$ cat src/rtl/mux8_src_bank_if.sv
// Handshake/bus bundle between the source bank and its driver: write port,
// read-select request and the registered A..H / one-hot select outputs.
interface mux8_src_bank_if #(
  parameter int WIDTH = 16,
  parameter int NSRC  = 8
);
  logic             CLR;
  logic             WE;
  logic [2:0]       WADDR;
  logic [WIDTH-1:0] WDATA;
  logic             RVALID;
  logic [2:0]       RADDR;
  logic             HOLD;
  logic [WIDTH-1:0] A, B, C, D, E, F, G, H;
  logic [NSRC-1:0]  S;
  logic             SVALID;

  modport master (
    output CLR, WE, WADDR, WDATA, RVALID, RADDR, HOLD,
    input  A, B, C, D, E, F, G, H, S, SVALID
  );

  modport slave (
    input  CLR, WE, WADDR, WDATA, RVALID, RADDR, HOLD,
    output A, B, C, D, E, F, G, H, S, SVALID
  );
endinterface

$ cat src/rtl/mux8_src_bank.sv
// Eight source registers feeding an 8-way one-hot mux, plus the registered
// one-hot select and its single-cycle valid flag.
module mux8_src_bank #(
  parameter int WIDTH   = 16,
  parameter int NSRC    = 8,
  parameter int RST_SEL = 0
) (
  input logic           CLK,
  input logic           RST,
  mux8_src_bank_if.slave bus
);

  localparam logic [NSRC-1:0] RST_S = {{(NSRC-1){1'b0}}, 1'b1} << RST_SEL;

  function automatic logic [NSRC-1:0] to_onehot(input logic [2:0] idx);
    logic [NSRC-1:0] oh;
    oh      = '0;
    oh[idx] = 1'b1;
    return oh;
  endfunction

  logic [WIDTH-1:0] regs_q [NSRC];
  logic [WIDTH-1:0] regs_d [NSRC];
  logic [NSRC-1:0]  sel_q, sel_d;
  logic             svalid_q, svalid_d;

  // Register file next state: CLR wins over any same-cycle write.
  always_comb begin
    regs_d = regs_q;
    if (bus.CLR) begin
      for (int i = 0; i < NSRC; i++) regs_d[i] = '0;
    end else if (bus.WE) begin
      regs_d[bus.WADDR] = bus.WDATA;
    end
  end

  // Select path: S only ever moves to another one-hot value, never to zero.
  always_comb begin
    sel_d    = sel_q;
    svalid_d = svalid_q;
    if (!bus.HOLD) begin
      if (bus.RVALID) begin
        sel_d    = to_onehot(bus.RADDR);
        svalid_d = 1'b1;
      end else begin
        svalid_d = 1'b0;
      end
    end
  end

  always_ff @(posedge CLK) begin
    if (RST) begin
      for (int i = 0; i < NSRC; i++) regs_q[i] <= '0;
      sel_q    <= RST_S;
      svalid_q <= 1'b0;
    end else begin
      regs_q   <= regs_d;
      sel_q    <= sel_d;
      svalid_q <= svalid_d;
    end
  end

  assign bus.A      = regs_q[0];
  assign bus.B      = regs_q[1];
  assign bus.C      = regs_q[2];
  assign bus.D      = regs_q[3];
  assign bus.E      = regs_q[4];
  assign bus.F      = regs_q[5];
  assign bus.G      = regs_q[6];
  assign bus.H      = regs_q[7];
  assign bus.S      = sel_q;
  assign bus.SVALID = svalid_q;

endmodule

$ cat src/flat_wrapper.sv
// flat-port wrapper written by rule: the top's interface ports become plain ports
module mux8_src_bank_flat 
#(
  parameter int WIDTH   = 16,
  parameter int NSRC    = 8,
  parameter int RST_SEL = 0
)
  (CLK, RST, bus_CLR, bus_WE, bus_WADDR, bus_WDATA, bus_RVALID, bus_RADDR, bus_HOLD, bus_A, bus_B, bus_C, bus_D, bus_E, bus_F, bus_G, bus_H, bus_S, bus_SVALID);
  mux8_src_bank_if #(.WIDTH(WIDTH), .NSRC(NSRC)) bus_i ();
  input logic CLK;
  input logic RST;
  input wire logic [$bits(bus_i.CLR)-1:0] bus_CLR;
  input wire logic [$bits(bus_i.WE)-1:0] bus_WE;
  input wire logic [$bits(bus_i.WADDR)-1:0] bus_WADDR;
  input wire logic [$bits(bus_i.WDATA)-1:0] bus_WDATA;
  input wire logic [$bits(bus_i.RVALID)-1:0] bus_RVALID;
  input wire logic [$bits(bus_i.RADDR)-1:0] bus_RADDR;
  input wire logic [$bits(bus_i.HOLD)-1:0] bus_HOLD;
  output wire logic [$bits(bus_i.A)-1:0] bus_A;
  output wire logic [$bits(bus_i.B)-1:0] bus_B;
  output wire logic [$bits(bus_i.C)-1:0] bus_C;
  output wire logic [$bits(bus_i.D)-1:0] bus_D;
  output wire logic [$bits(bus_i.E)-1:0] bus_E;
  output wire logic [$bits(bus_i.F)-1:0] bus_F;
  output wire logic [$bits(bus_i.G)-1:0] bus_G;
  output wire logic [$bits(bus_i.H)-1:0] bus_H;
  output wire logic [$bits(bus_i.S)-1:0] bus_S;
  output wire logic [$bits(bus_i.SVALID)-1:0] bus_SVALID;
  assign bus_i.CLR = bus_CLR;
  assign bus_i.WE = bus_WE;
  assign bus_i.WADDR = bus_WADDR;
  assign bus_i.WDATA = bus_WDATA;
  assign bus_i.RVALID = bus_RVALID;
  assign bus_i.RADDR = bus_RADDR;
  assign bus_i.HOLD = bus_HOLD;
  assign bus_A = bus_i.A;
  assign bus_B = bus_i.B;
  assign bus_C = bus_i.C;
  assign bus_D = bus_i.D;
  assign bus_E = bus_i.E;
  assign bus_F = bus_i.F;
  assign bus_G = bus_i.G;
  assign bus_H = bus_i.H;
  assign bus_S = bus_i.S;
  assign bus_SVALID = bus_i.SVALID;
  mux8_src_bank #(.WIDTH(WIDTH), .NSRC(NSRC), .RST_SEL(RST_SEL)) u_core (.CLK(CLK), .RST(RST), .bus(bus_i));
endmodule
$ cat config.mk
export PLATFORM = sky130hd
export DESIGN_NAME = mux8_src_bank_flat
export DESIGN_NICKNAME = d
export VERILOG_FILES = /design/src/rtl/mux8_src_bank_if.sv /design/src/rtl/mux8_src_bank.sv /design/src/flat_wrapper.sv
export SDC_FILE = /design/constraint.sdc
export NUM_CORES = 1
export LEC_CHECK = 0
export ABC_CLOCK_PERIOD_IN_PS = 3040
export CAP_MARGIN = 20
export CORE_MARGIN = 2
export CORE_UTILIZATION = 52
export CTS_CLUSTER_DIAMETER = 40
export CTS_CLUSTER_SIZE = 16
export DETAILED_ROUTE_END_ITERATION = 8
export PLACE_DENSITY = 0.95
export SLEW_MARGIN = 20
export SYNTH_ARGS = -nofsm -noshare
export SYNTH_HDL_FRONTEND = slang
export SYNTH_SLANG_ARGS = --single-unit
$ cat constraint.sdc
create_clock -name CLK -period 3.04 [get_ports CLK]
set_input_delay 0.608 -clock CLK [delete_from_list [all_inputs] [get_ports CLK]]
set_output_delay 0.608 -clock CLK [all_outputs]
set_load 0.005 [all_outputs]
==> results.tsv <==
stage	metric	value	unit
setup_path	crit path launch	u_core.bus.G[5]	
timing	Worst-Margin Slew	0.906	ns
setup_path	Bufs and invs on worst path	1	
run	max cap viols	0	
timing	Slew headroom	0.396	
setup_path	kind of critical path	reg -> out	
setup_path	Setup crit end kind	output port	
layout	commonest cells after routing, fill and taps aside	clkdlybuf4s50_1 (162), dfxtp_1 (137), mux2i_1 (131)	
grt	GRT Util Overall	0.274	
outcome	status	completed	
layout	Layout area overhead	37.2	%
clock_network	CTS tree	built	
yosys	Mapped Area	0.00591	mm²
layout	Inserted Diodes	0	
timing	period utilization	0.641	
setup_path	CP arrival	1.34	ns
timing	fin. max-slew vios	0	
drt	drt total wl	16500	µm
yosys	Distinct cells, synth	25	
layout	Layout Nets	667	
drt	vias per cell	5.63	
grt	first-pass GRT wire length	26300	µm
clock_network	Skew-Pair Late Insertion Delay	0.41	ns
yosys	Seq/Total Area, Yosys	0.464	
timing	Hold WS	0.471	ns
drt	Wirelength per Cell	20.8	µm
grt	antenna violations before repair	0	
setup_path	reg2reg start	u_core.bus.A[7]	
timing	clock skew	0	ns
drt	Iter 0 DRT Violations	243	
placed_design	Port Buffers	164	
timing	final hold violation count	0	
clock_network	clock-pin transition on the worst setup and hold timing paths	0.06	ns
timing	Final WS setup	1.09	ns
die	Chip Height	111	µm
clock_network	TritonCTS Buffers	17	
layout	layout cells sized above 1	0.104	
yosys	Syn Inst Count	515	
grt	vias in the first global route	4704	
placed_design	routability cong.	0.849	
setup_path	Worst path max stage delay	0.59	ns
placed_design	area post-placement	0.00748	mm²
pwr	maximum vdd drop	285	µV
die	Std-Cell Rows	38	
timing	# setup viols final	0	
drt	routed vias	4459	
clock_network	clk sink count	137	
clock_network	CTS resizes	0	
timing	Final TNS setup	0	ns
hold_path	worst hold path type	reg -> reg	
clock_network	Setup Fix Bufs, Post-CTS	0	
die	Starting Density	0.538	
clock_network	clk buf depth	2	
placed_design	post-DP HPWL	10400	µm
grt	grt ovf	0	
timing	min cycle time layout	1.95	ns
drt	Detailed Routing Iterations Pass 1	4	
grt	largest net degree at the start of global routing	111	
yosys	syn avg cell area	11.5	µm²
yosys	yosys warns	0	
yosys	post-synth net total	543	
die	die area	0.0122	mm²
drt	DR DRC count	0	
setup_path	Worst Path Required	2.43	ns
pwr	leakage	3.39	nW
clock_network	Root Buffer	clkbuf_16	
clock_network	CTS HTree Levels	4	
setup_path	Worst R2R Setup Slack	2.02	ns
setup_path	crit-path cells	clkdlybuf4s50_1	
timing	unrepaired setup endpoints after global routing	no	
setup_path	CP max-delay cell	clkdlybuf4s50_1	
die	area of the core	0.0110	mm²
setup_path	Crit Path Max Fanout	2	
yosys	flops & latches, synth	137	
die	I/O Pins	165	
drt	remaining antenna violation count after routing	0	
clock_network	post-cts hold buffer count	0	
hold_path	hold wc startpoint	u_core.bus.S[4]	
setup_path	CP delay by family, top	buffers and inverters	
placed_design	post-place setup slack	0.757	ns
die	Die Wd	111	µm
setup_path	CP Launch Type	flip-flop	
layout	final instance area	0.00810	mm²
pwr	power per cell area	523	mW/mm²
timing	Max Freq	0.513	GHz
layout	commonest non-fill, non-tap cell in the layout	clkdlybuf4s50_1	
==> registers in the layout (all words and copies together) (netlist names) <==
name,count
u_core.bus.C,16
u_core.bus.F,16
u_core.bus.B,16
u_core.bus.A,16
u_core.bus.D,16
u_core.bus.SVALID,1
u_core.bus.H,16
u_core.bus.E,16
u_core.bus.G,16
u_core.bus.S,8
==> layout make-up <==
cell class	instances	area, µm²
multi-input combinational	304	2830
tap	140	175
fill	723	2880
clock inverter	11	169
timing repair buffer	173	1720
inverter	6	22.5
sequential	137	2740
clock buffer	21	450
==> metal layers <==
metal  part of all wire  routed length (µm)  track usage
met1               0.42                6870        0.347
met5                  0                   0            0
met4              0.016                 269       0.0933
met3              0.075                1240       0.0944
met2               0.49                8070        0.436
==> logic make-up (layout without fill, tap and decap cells) <==
group,Yosys count,after routing,share of synthesized area
AOI/OAI and AO/OA,6,6,0.00890
buffers and inverters,74,211,0.0570
muxes,131,131,0.222
and+or+nand+nor,167,167,0.248
DFF,137,137,0.464
==> stage by stage <==
step / util / power, W / cells
finish: 0.738 / 0.00424 / 792
global route: 0.738 / 0.00435 / 792
CTS: 0.738 / 0.00425 / 792
detailed placement: 0.681 / 0.00210 / 760
global placement: 0.681 / 0.00210 / 760
floorplan: - / 0.00200 / 515
==> final timing paths <==
| path | end | cells after the start |
|---|---|---|
| max | bus_G[5] | 1 |
| min | u_core.bus.S[4] | 2 |
| max reg2reg | u_core.bus.A[7] | 2 |
| min reg2reg | u_core.bus.S[4] | 2 |
==> cell usage after synthesis <==
cell type,n,area share
dfxtp_1,137,0.46
buf_12,1,0.0034
clkbuf_2,1,0.00085
or4b_2,1,0.0017
nand4bb_1,6,0.011
and4b_1,1,0.0017
buf_1,5,0.0032
buf_6,3,0.0057
buf_2,15,0.013
or4b_4,1,0.0023
and4_1,1,0.0015
o32ai_1,5,0.0074
inv_1,6,0.0038
o221ai_1,1,0.0015
nor2b_1,1,0.0011
clkbuf_1,43,0.027
or3b_1,118,0.17
nand4b_1,3,0.0044
nand4_1,1,0.0011
nand2_1,1,0.00063
nor2_1,1,0.00063
or4b_1,2,0.0034
nand2b_1,4,0.0042
or3b_2,26,0.039
mux2i_1,131,0.22
==> worst register-to-register path, stage by stage (launching register included) <==
cell and delay (ns):
dfxtp_1 0.33, or3b_2 0.46, mux2i_1 0.15
==> report_power, final <==
group | switching (W) | internal, W
clock network | 0.000771 | 0.00140
registers | 0.00000972 | 0.00181
logic | 0.000135 | 0.000111
(Power assumes the default switching activity.)
